===== src/rtl/rll_key_loader_if.sv =====
// Serial key-load link between the key store (master) and rll_key_loader (slave).
// Carries the frame handshake inputs and the registered key/status outputs.
interface rll_key_loader_if #(
  parameter int KEY_WIDTH = 16,
  parameter int MAX_FAIL  = 3
);
  logic                              start;
  logic                              sdi;
  logic                              sdi_vld;
  logic [KEY_WIDTH-1:0]              key_out;
  logic                              key_valid;
  logic                              busy;
  logic                              par_err;
  logic                              lockout;
  logic [$clog2(MAX_FAIL+1)-1:0]     fail_cnt;

  modport master (
    output start, sdi, sdi_vld,
    input  key_out, key_valid, busy, par_err, lockout, fail_cnt
  );

  modport slave (
    input  start, sdi, sdi_vld,
    output key_out, key_valid, busy, par_err, lockout, fail_cnt
  );
endinterface


===== src/rtl/rll_key_loader.sv =====
// Parity-checked serial key loader for rll16 locked netlists; drives a decoy key until a good key commits.
// Optional macro RLL_KEY_ZEROIZE_EN adds a zeroize input that wipes the committed key.
module rll_key_loader #(
  parameter int                  KEY_WIDTH = 16,
  parameter logic [KEY_WIDTH-1:0] DECOY_KEY = 16'h0000,
  parameter bit                  PAR_ODD   = 1'b0,
  parameter int                  MAX_FAIL  = 3
) (
  input  logic clk,
  input  logic rst_n,
`ifdef RLL_KEY_ZEROIZE_EN
  input  logic zeroize,
`endif
  rll_key_loader_if.slave bus
);

  localparam int BW = (KEY_WIDTH > 1) ? $clog2(KEY_WIDTH) : 1;
  localparam int CW = $clog2(MAX_FAIL + 1);

  typedef enum logic [1:0] {
    IDLE    = 2'd0,
    SHIFT   = 2'd1,
    PARITY  = 2'd2,
    LOCKOUT = 2'd3
  } state_e;

  state_e               state_q;
  logic [BW-1:0]        cnt_q;
  logic [KEY_WIDTH-1:0] shadow_q;
  logic [KEY_WIDTH-1:0] key_q;
  logic                 key_valid_q;
  logic                 busy_q;
  logic                 par_err_q;
  logic                 lockout_q;
  logic [CW-1:0]        fail_cnt_q;

  logic parity_ok;
  logic zeroize_req;

  assign parity_ok = ((^shadow_q) ^ bus.sdi) == PAR_ODD;

`ifdef RLL_KEY_ZEROIZE_EN
  assign zeroize_req = zeroize && (state_q != LOCKOUT);
`else
  assign zeroize_req = 1'b0;
`endif

  // The committed key (key_q) only changes on a passing parity check, so a reload never exposes a partial key.
  always_ff @(posedge clk or negedge rst_n) begin
    if (!rst_n) begin
      state_q     <= IDLE;
      cnt_q       <= '0;
      shadow_q    <= '0;
      key_q       <= DECOY_KEY;
      key_valid_q <= 1'b0;
      busy_q      <= 1'b0;
      par_err_q   <= 1'b0;
      lockout_q   <= 1'b0;
      fail_cnt_q  <= '0;
    end else if (zeroize_req) begin
      state_q     <= IDLE;
      shadow_q    <= '0;
      key_q       <= DECOY_KEY;
      key_valid_q <= 1'b0;
      busy_q      <= 1'b0;
    end else begin
      case (state_q)
        IDLE: begin
          if (bus.start) begin
            state_q   <= SHIFT;
            cnt_q     <= '0;
            shadow_q  <= '0;
            busy_q    <= 1'b1;
            par_err_q <= 1'b0;
          end
        end

        SHIFT: begin
          if (bus.start) begin
            cnt_q     <= '0;
            shadow_q  <= '0;
            par_err_q <= 1'b0;
          end else if (bus.sdi_vld) begin
            shadow_q[cnt_q] <= bus.sdi;
            cnt_q           <= cnt_q + 1'b1;
            if (cnt_q == BW'(KEY_WIDTH - 1)) begin
              state_q <= PARITY;
            end
          end
        end

        PARITY: begin
          if (bus.start) begin
            state_q   <= SHIFT;
            cnt_q     <= '0;
            shadow_q  <= '0;
            par_err_q <= 1'b0;
          end else if (bus.sdi_vld) begin
            busy_q <= 1'b0;
            if (parity_ok) begin
              key_q       <= shadow_q;
              key_valid_q <= 1'b1;
              fail_cnt_q  <= '0;
              state_q     <= IDLE;
            end else begin
              par_err_q <= 1'b1;
              if (fail_cnt_q != CW'(MAX_FAIL)) begin
                fail_cnt_q <= fail_cnt_q + 1'b1;
              end
              // Reaching the failure limit drops the key and parks here until reset.
              if (fail_cnt_q + 1'b1 >= CW'(MAX_FAIL)) begin
                state_q     <= LOCKOUT;
                key_q       <= DECOY_KEY;
                key_valid_q <= 1'b0;
                lockout_q   <= 1'b1;
              end else begin
                state_q <= IDLE;
              end
            end
          end
        end

        LOCKOUT: begin
          key_q       <= DECOY_KEY;
          key_valid_q <= 1'b0;
          lockout_q   <= 1'b1;
          busy_q      <= 1'b0;
        end

        default: begin
          state_q <= IDLE;
        end
      endcase
    end
  end

  assign bus.key_out   = key_q;
  assign bus.key_valid = key_valid_q;
  assign bus.busy      = busy_q;
  assign bus.par_err   = par_err_q;
  assign bus.lockout   = lockout_q;
  assign bus.fail_cnt  = fail_cnt_q;

endmodule


===== src/flat_wrapper.sv =====
// flat-port wrapper written by rule: the top's interface ports become plain ports
module rll_key_loader_flat 
#(
  parameter int                  KEY_WIDTH = 16,
  parameter logic [KEY_WIDTH-1:0] DECOY_KEY = 16'h0000,
  parameter bit                  PAR_ODD   = 1'b0,
  parameter int                  MAX_FAIL  = 3
)
  (clk, rst_n, bus_start, bus_sdi, bus_sdi_vld, bus_key_out, bus_key_valid, bus_busy, bus_par_err, bus_lockout, bus_fail_cnt);
  rll_key_loader_if #(.KEY_WIDTH(KEY_WIDTH), .MAX_FAIL(MAX_FAIL)) bus_i ();
  input  logic clk;
  input  logic rst_n;
  input wire logic [$bits(bus_i.start)-1:0] bus_start;
  input wire logic [$bits(bus_i.sdi)-1:0] bus_sdi;
  input wire logic [$bits(bus_i.sdi_vld)-1:0] bus_sdi_vld;
  output wire logic [$bits(bus_i.key_out)-1:0] bus_key_out;
  output wire logic [$bits(bus_i.key_valid)-1:0] bus_key_valid;
  output wire logic [$bits(bus_i.busy)-1:0] bus_busy;
  output wire logic [$bits(bus_i.par_err)-1:0] bus_par_err;
  output wire logic [$bits(bus_i.lockout)-1:0] bus_lockout;
  output wire logic [$bits(bus_i.fail_cnt)-1:0] bus_fail_cnt;
  assign bus_i.start = bus_start;
  assign bus_i.sdi = bus_sdi;
  assign bus_i.sdi_vld = bus_sdi_vld;
  assign bus_key_out = bus_i.key_out;
  assign bus_key_valid = bus_i.key_valid;
  assign bus_busy = bus_i.busy;
  assign bus_par_err = bus_i.par_err;
  assign bus_lockout = bus_i.lockout;
  assign bus_fail_cnt = bus_i.fail_cnt;
  rll_key_loader #(.KEY_WIDTH(KEY_WIDTH), .DECOY_KEY(DECOY_KEY), .PAR_ODD(PAR_ODD), .MAX_FAIL(MAX_FAIL)) u_core (.clk(clk), .rst_n(rst_n), .bus(bus_i));
endmodule

===== config.mk =====
export PLATFORM = sky130hd
export DESIGN_NAME = rll_key_loader_flat
export DESIGN_NICKNAME = d
export VERILOG_FILES = /design/src/rtl/rll_key_loader_if.sv /design/src/rtl/rll_key_loader.sv /design/src/flat_wrapper.sv
export SDC_FILE = /design/constraint.sdc
export NUM_CORES = 1
export LEC_CHECK = 0
export ABC_AREA = 1
export ABC_CLOCK_PERIOD_IN_PS = 4900
export CAP_MARGIN = 5
export CELL_PAD_IN_SITES_DETAIL_PLACEMENT = 1
export CELL_PAD_IN_SITES_GLOBAL_PLACEMENT = 1
export CORE_ASPECT_RATIO = 0.5
export CORE_MARGIN = 4
export CORE_UTILIZATION = 44
export DETAILED_ROUTE_END_ITERATION = 12
export GPL_ROUTABILITY_DRIVEN = 0
export PLACE_DENSITY_LB_ADDON = 0.1
export SLEW_MARGIN = 20
export SYNTH_ARGS = -nofsm -noshare
export SYNTH_HDL_FRONTEND = slang
export SYNTH_SLANG_ARGS = --single-unit

===== constraint.sdc =====
create_clock -name clk -period 4.9 [get_ports clk]
set_input_delay 0.735 -clock clk [delete_from_list [all_inputs] [get_ports clk]]
set_output_delay 0.735 -clock clk [all_outputs]
set_load 0.005 [all_outputs]

Yosys cells after proc, flatten, opt, wreduce, memory -nomap -nowiden
Cells that the tools add are included.
{ "word_totals": {"regBits": 44, "inputBits": 5, "out_inout_bits": 22, "elab_cells": 99} }
{ "op_classes": {"add_sub_neg": 2, "magnitude_cmp": 3, "eq_ne": 20, "muxes": 46, "bitwise": 2, "reduce_logical": 17} }
{ "op_table": {"columns": ["op", "count"], "rows": [
  ["two-way mux 16 bit", 7],
  ["one-hot mux 16 bit (2 select lines)", 2],
  ["two-way mux 2 bit", 10],
  ["bitwise mux 16 bit", 1],
  ["two-way mux 1 bit", 16],
  ["AND reduction 4 bit", 4],
  ["XOR reduction 16 bit", 1],
  ["!= test 2 bit, second input constant", 7],
  ["two-way mux 4 bit", 3],
  ["!= test 2 x 1 -> 1 bit, second input constant", 5],
  ["!= test 3 bit, second input constant", 3],
  ["one-hot mux 4 bit (2 select lines)", 1],
  ["one-hot mux 1 bit (2 select lines)", 3],
  ["one-hot mux 2 bit (3 select lines)", 1],
  ["AND reduction 6 bit", 1],
  ["nonzero test 2 bit", 3],
  ["nonzero test 3 bit", 2],
  ["less-than comparator 4 x 5 -> 1 bit, second input constant", 1],
  ["AND reduction 5 bit", 1],
  ["adder 4 x 1 -> 4 bit, second input constant", 1],
  ["demux 1 bit (select 4 bit)", 1],
  ["== test 2 bit, second input constant", 2],
  ["== test 4 bit, second input constant", 1],
  ["greater-or-equal comparator 4 x 1 -> 1 bit, second input constant", 1],
  ["11 further kinds", 12]
]} }

Logic depth before layout (Yosys ltp)
{ "logic_depth": {"word_depth": 8, "mapped_depth": 15, "depth_no_buf": 14} }

Worst setup path after synthesis
No wires, ideal clock.
{ "synth_path": {"path_type": "reg2reg", "start": "reg u_core.state_q[0]", "end": "reg u_core.key_q[0], in the netlist u_core.bus.key_out[0]", "setup_ps": 65, "arrival_ps": 1792, "required_time_ps": 4835, "slack_ps": 3043, "path_stages_with_launch": 14, "path_buffers": 1, "path_cell_list": "dfrtp_1 > inv_1 > ha_1 > inv_1 > nor2_4 > inv_1 > nor2_2 > inv_1 > o21ai_2 > inv_1 > nor2_4 > buf_4 > nand3_1 > nand2_1"} }
{ "synth_between": {"elab_chain_len": 3, "word_cells_on_any_way": 8, "cone_classes": "5 x eq/ne; 1 x mux; 2 x reduce/logical"} }
{ "synth_rtl": {"columns": ["item", "line", "source"], "rows": [
  ["start, declared", "rll_key_loader.sv:27", "state_e state_q;"],
  ["start signal, assigned", "rll_key_loader.sv:51", "state_q <= IDLE;"],
  ["start signal, assigned", "rll_key_loader.sv:61", "state_q <= IDLE;"],
  ["start signal, assigned", "rll_key_loader.sv:70", "state_q <= SHIFT;"],
  ["== test 2 bit", "rll_key_loader.sv:67", "case (state_q)"],
  ["!= test 3 bit (no source line) (tied with other cells)", null, null],
  ["AND reduction 4 bit (no source line)", null, null],
  ["end signal, assigned", "rll_key_loader.sv:101", "key_q <= shadow_q;"],
  ["end, declared", "rll_key_loader.sv:30", "logic [KEY_WIDTH-1:0] key_q;"]
]} }
Parallel ways exist; a longest one is shown, timed or not.
A chain may end at the register's enable or synchronous reset.

Final worst setup path
{ "layout_path": {"start": "in bus_sdi", "end": "reg u_core.key_q[15], in the netlist u_core.bus.key_out[15]"} }
{ "layout_between": {"elab_chain_len": 5, "word_cells_on_any_way": 7, "cone_classes": "1 x eq/ne; 4 x mux; 1 x bitwise; 1 x reduce/logical"} }
{ "layout_rtl": {"columns": ["item", "line", "source"], "rows": [
  ["start, declared", "flat_wrapper.sv:14", "input wire logic [$bits(bus_i.sdi)-1:0] bus_sdi;"],
  ["bitwise XOR 1 bit (*)", "rll_key_loader.sv:40", "assign parity_ok = ((^shadow_q) ^ bus.sdi) == PAR_ODD;"],
  ["two-way mux 16 bit", "rll_key_loader.sv:100", "if (parity_ok) begin"],
  ["two-way mux 16 bit", "rll_key_loader.sv:98", "end else if (bus.sdi_vld) begin"],
  ["two-way mux 16 bit", "rll_key_loader.sv:93", "if (bus.start) begin"],
  ["one-hot mux 16 bit (2 select lines)", "rll_key_loader.sv:67", null]
]} }
Every way passes the cells marked *; elsewhere a longest branch is shown, timed or not. The select of a mux whose other input is x is not followed.

==> impl_results.md <==
* Status: completed
* # hold bufs at CTS at 0
* Cell count after synthesis at 330
* Unique masters post-synth at 29
* Slew headroom at 0.482
* CP startpoint kind: input pin
* Routed Antenna Nets at 0
* Syn Nets at 346
* Max Transition Viols Final at 0
* Synth top area cells: dfrtp_1 (44%), nand2_1 (17%), inv_1 (6.3%), ha_1 (5.5%), nand3_1 (5.4%)
* Site Rows at 19
* Critical Path RT at 5.13 ns
* Synth-to-Final Area Change at 17.9%
* Seq cells post-synth at 44
* Yosys top cell by area: dfrtp_1
* Post-cts sizing count at 0
* I/O Buffers at 26
* Final hold vios at 0
* DR WL/cell at 14.5 um
* Buf/Inv on CP at 2
* Most frequent cells in the layout: nand2_1 (110), dfrtp_1 (44), inv_1 (42)
* Sequential Area at 1100 sq um
* Static Leak at 0.00148 uW
* Vias at 2,198
* Initial antenna violation count at 0
* Number of DRC markers in iteration 0 at 86
* Total CTS buffers at 5
* Max Cap Viol at 0
* Grt ovf at 0
* Worst-margin pin slew at 0.774 ns
* Setup WS post-layout at 2.34 ns
* Max VDD drop at 0.000208 V
* CP Class: input pin to flop
* Crit path max-delay family: simple AND/OR/NAND/NOR gates
* Hpwl dp at 4810 um
* Most common cell after layout, fill and taps aside: nand2_1
* Data arrival, critical path at 2.79 ns
* Post-CTS Setup Inserts at 0
* Die ar. at 7020 sq um
* Placed Cells at 423
* RSZ-0062 raised after global routing: false
* Num Clock Sinks at 44
* Chip Width at 115 um
* Routed Wire Length at 6230 um
* Vias in the first global route at 2,295
* Net count reported at finish at 373
* DRC at 0
* CP endpoint kind: flop
* Largest net degree at the start of global routing at 45
* Worst-path clk slew at 0.06 ns
* Layout cells sized above 1 at 0.0504
* Final-layout fill cell count at 712
* H-tree depth at 2
* DRT Pass-1 Iters at 4
* Final setup viols at 0
* First-pass GRT wire length at 10,700 um
* Critical-path top delay cell: clkdlybuf4s50_1
* Area of the multi-input gates at 1200 sq um
* Maximum clock frequency at 391 MHz
* Clock skew at 0.00527 ns
* Io pins at 27
* CP dominant cell by count: nand2_1
* Setup TNS Final at 0 ns
* Slowest stage delay, CP at 0.52 ns
* Period utilisation layout at 0.522
* Top-area cell type share of the netlist area at 0.441
* GRT Util Overall at 0.195
* Crit path max fanout at 22
* Initial Utilization at 0.455
* Synthesized cell area at 2500 sq um
* Finished Layout Cells at 430
* Via density at 5.11
* Tmin final at 2.56 ns
* Hold Crit Class: input pin to asynchronous set/reset pin
* Seq/Total Area, Yosys at 0.441
* Core area at 5490 sq um
* Syn avg cell area at 7.56 sq um
* Clk Latency, worst-skew pair at 0.29 ns
* Die height at 61.3 um
* Root Buffer: clkbuf_16
* PwrDens at 453 nW/um^2
* Overall power at 1330 uW
* Synth warn at 0
* Post-Place Setup Slack at 2.00 ns
* Antenna cells at 0
* Clk buf depth at 2
* Worst path cell trace: clkdlybuf4s50_1 > inv_1 > nand2_1 > nand3_1 > nand3_1 > nand2_2 > o21ai_4 > nand2_1 > nand2_1
* CTS tree: done
[Yosys cell counts]
cell / instances
a211oi_1: 1
a21oi_1: 8
a22oi_1: 1
and2_1: 1
buf_2: 2
buf_4: 2
buf_6: 1
clkbuf_1: 1
dfrtp_1: 44
ha_1: 11
inv_1: 42
mux2i_1: 3
nand2_1: 110
nand2_2: 2
nand3_1: 27
nand4_1: 1
nor2_1: 27
nor2_2: 1
nor2_4: 2
nor3_1: 1
nor3b_1: 1
o21ai_0: 23
o21ai_2: 1
o21ai_4: 1
o22ai_1: 5
o31ai_1: 1
or2_2: 3
xnor2_1: 3
xor2_1: 4
[state kept, by name, summed over array words and instances (netlist names)]
name and count:
u_core.bus.key_valid 1, u_core.bus.lockout 1, u_core.bus.fail_cnt 2, u_core.cnt_q 4
u_core.bus.par_err 1, u_core.bus.busy 1, u_core.state_q 2, u_core.shadow_q 16
u_core.bus.key_out 16
[report_power, final]
part / total (uW) / switching (uW) / leakage [uW] / internal [uW]
sequential: 463 / 48.8 / 0.000595 / 415
combinational: 542 / 365 / 0.000824 / 177
clock: 329 / 143 / 0.0000657 / 185
total: 1330 / 558 / 0.00148 / 777
[logic make-up (layout without fill, tap and decap cells)]
logic type | count (synthesis) | after routing | synth area share
AND/OR/NAND/NOR | 176 | 176 | 0.294
AO/OA/AOI/OAI | 41 | 41 | 0.0937
XOR/XNOR | 7 | 7 | 0.0246
buffers and inverters | 48 | 75 | 0.0792
flip-flops | 44 | 44 | 0.441
multiplexers | 3 | 3 | 0.0120
adder cells (fa/ha/maj) | 11 | 11 | 0.0551
[final cells by class]
| class | count | area share |
|---|---|---|
| Tap cell | 73 | 0.0310 |
| Clock inverter | 2 | 0.00425 |
| Inverter | 42 | 0.0536 |
| Multi-Input combinational cell | 238 | 0.407 |
| Sequential cell | 44 | 0.374 |
| Timing Repair Buffer | 26 | 0.0876 |
| Clock buffer | 5 | 0.0425 |
[stage by stage]
step / area [sq um] / utilization / hold WS, ns
floorplan: 2500 / - / 0.439
global placement: 2800 / 0.510 / 0.454
detailed placement: 2800 / 0.510 / 0.458
CTS: 2940 / 0.535 / 0.474
global route: 2940 / 0.536 / 0.482
finish: 2940 / 0.536 / 0.449
[layer usage]
layer / global-route usage / routed length [um] / vias to the layer above
met5: 0 / 0 / -
met4: 0.0592 / 68 / 0
met3: 0.0491 / 250 / 9
met2: 0.328 / 2890 / 38
met1: 0.254 / 3020 / 1061
li1: - / - / 1090
[worst reg2reg max path, stage by stage (launching register included)]
cell and delay [ns]:
dfrtp_1 0.44, inv_1 0.09, ha_1 0.25, inv_1 0.18, nand2_1 0.13, o21ai_0 0.15, and2_1 0.36, nand2_1 0.29
o21ai_0 0.28, o21ai_0 0.13, nor2_1 0.11
[path summary, 6_finish.rpt]
check                                          to  slack, ns  depth (start not counted)             startpoint
max                        u_core.bus.key_out[15]       2.34                          9                bus_sdi
min                         u_core.bus.key_out[4]       0.45                          1                  rst_n
max reg2reg                   u_core.shadow_q[11]       2.40                         10      u_core.state_q[0]
min reg2reg                 u_core.bus.key_out[9]       0.47                          2  u_core.bus.key_out[9]
max in group asynchronous         u_core.bus.busy       4.06                          1                  rst_n
min in group clk            u_core.bus.key_out[9]       0.47                          2  u_core.bus.key_out[9]
Power figures use the tool's default switching activity.
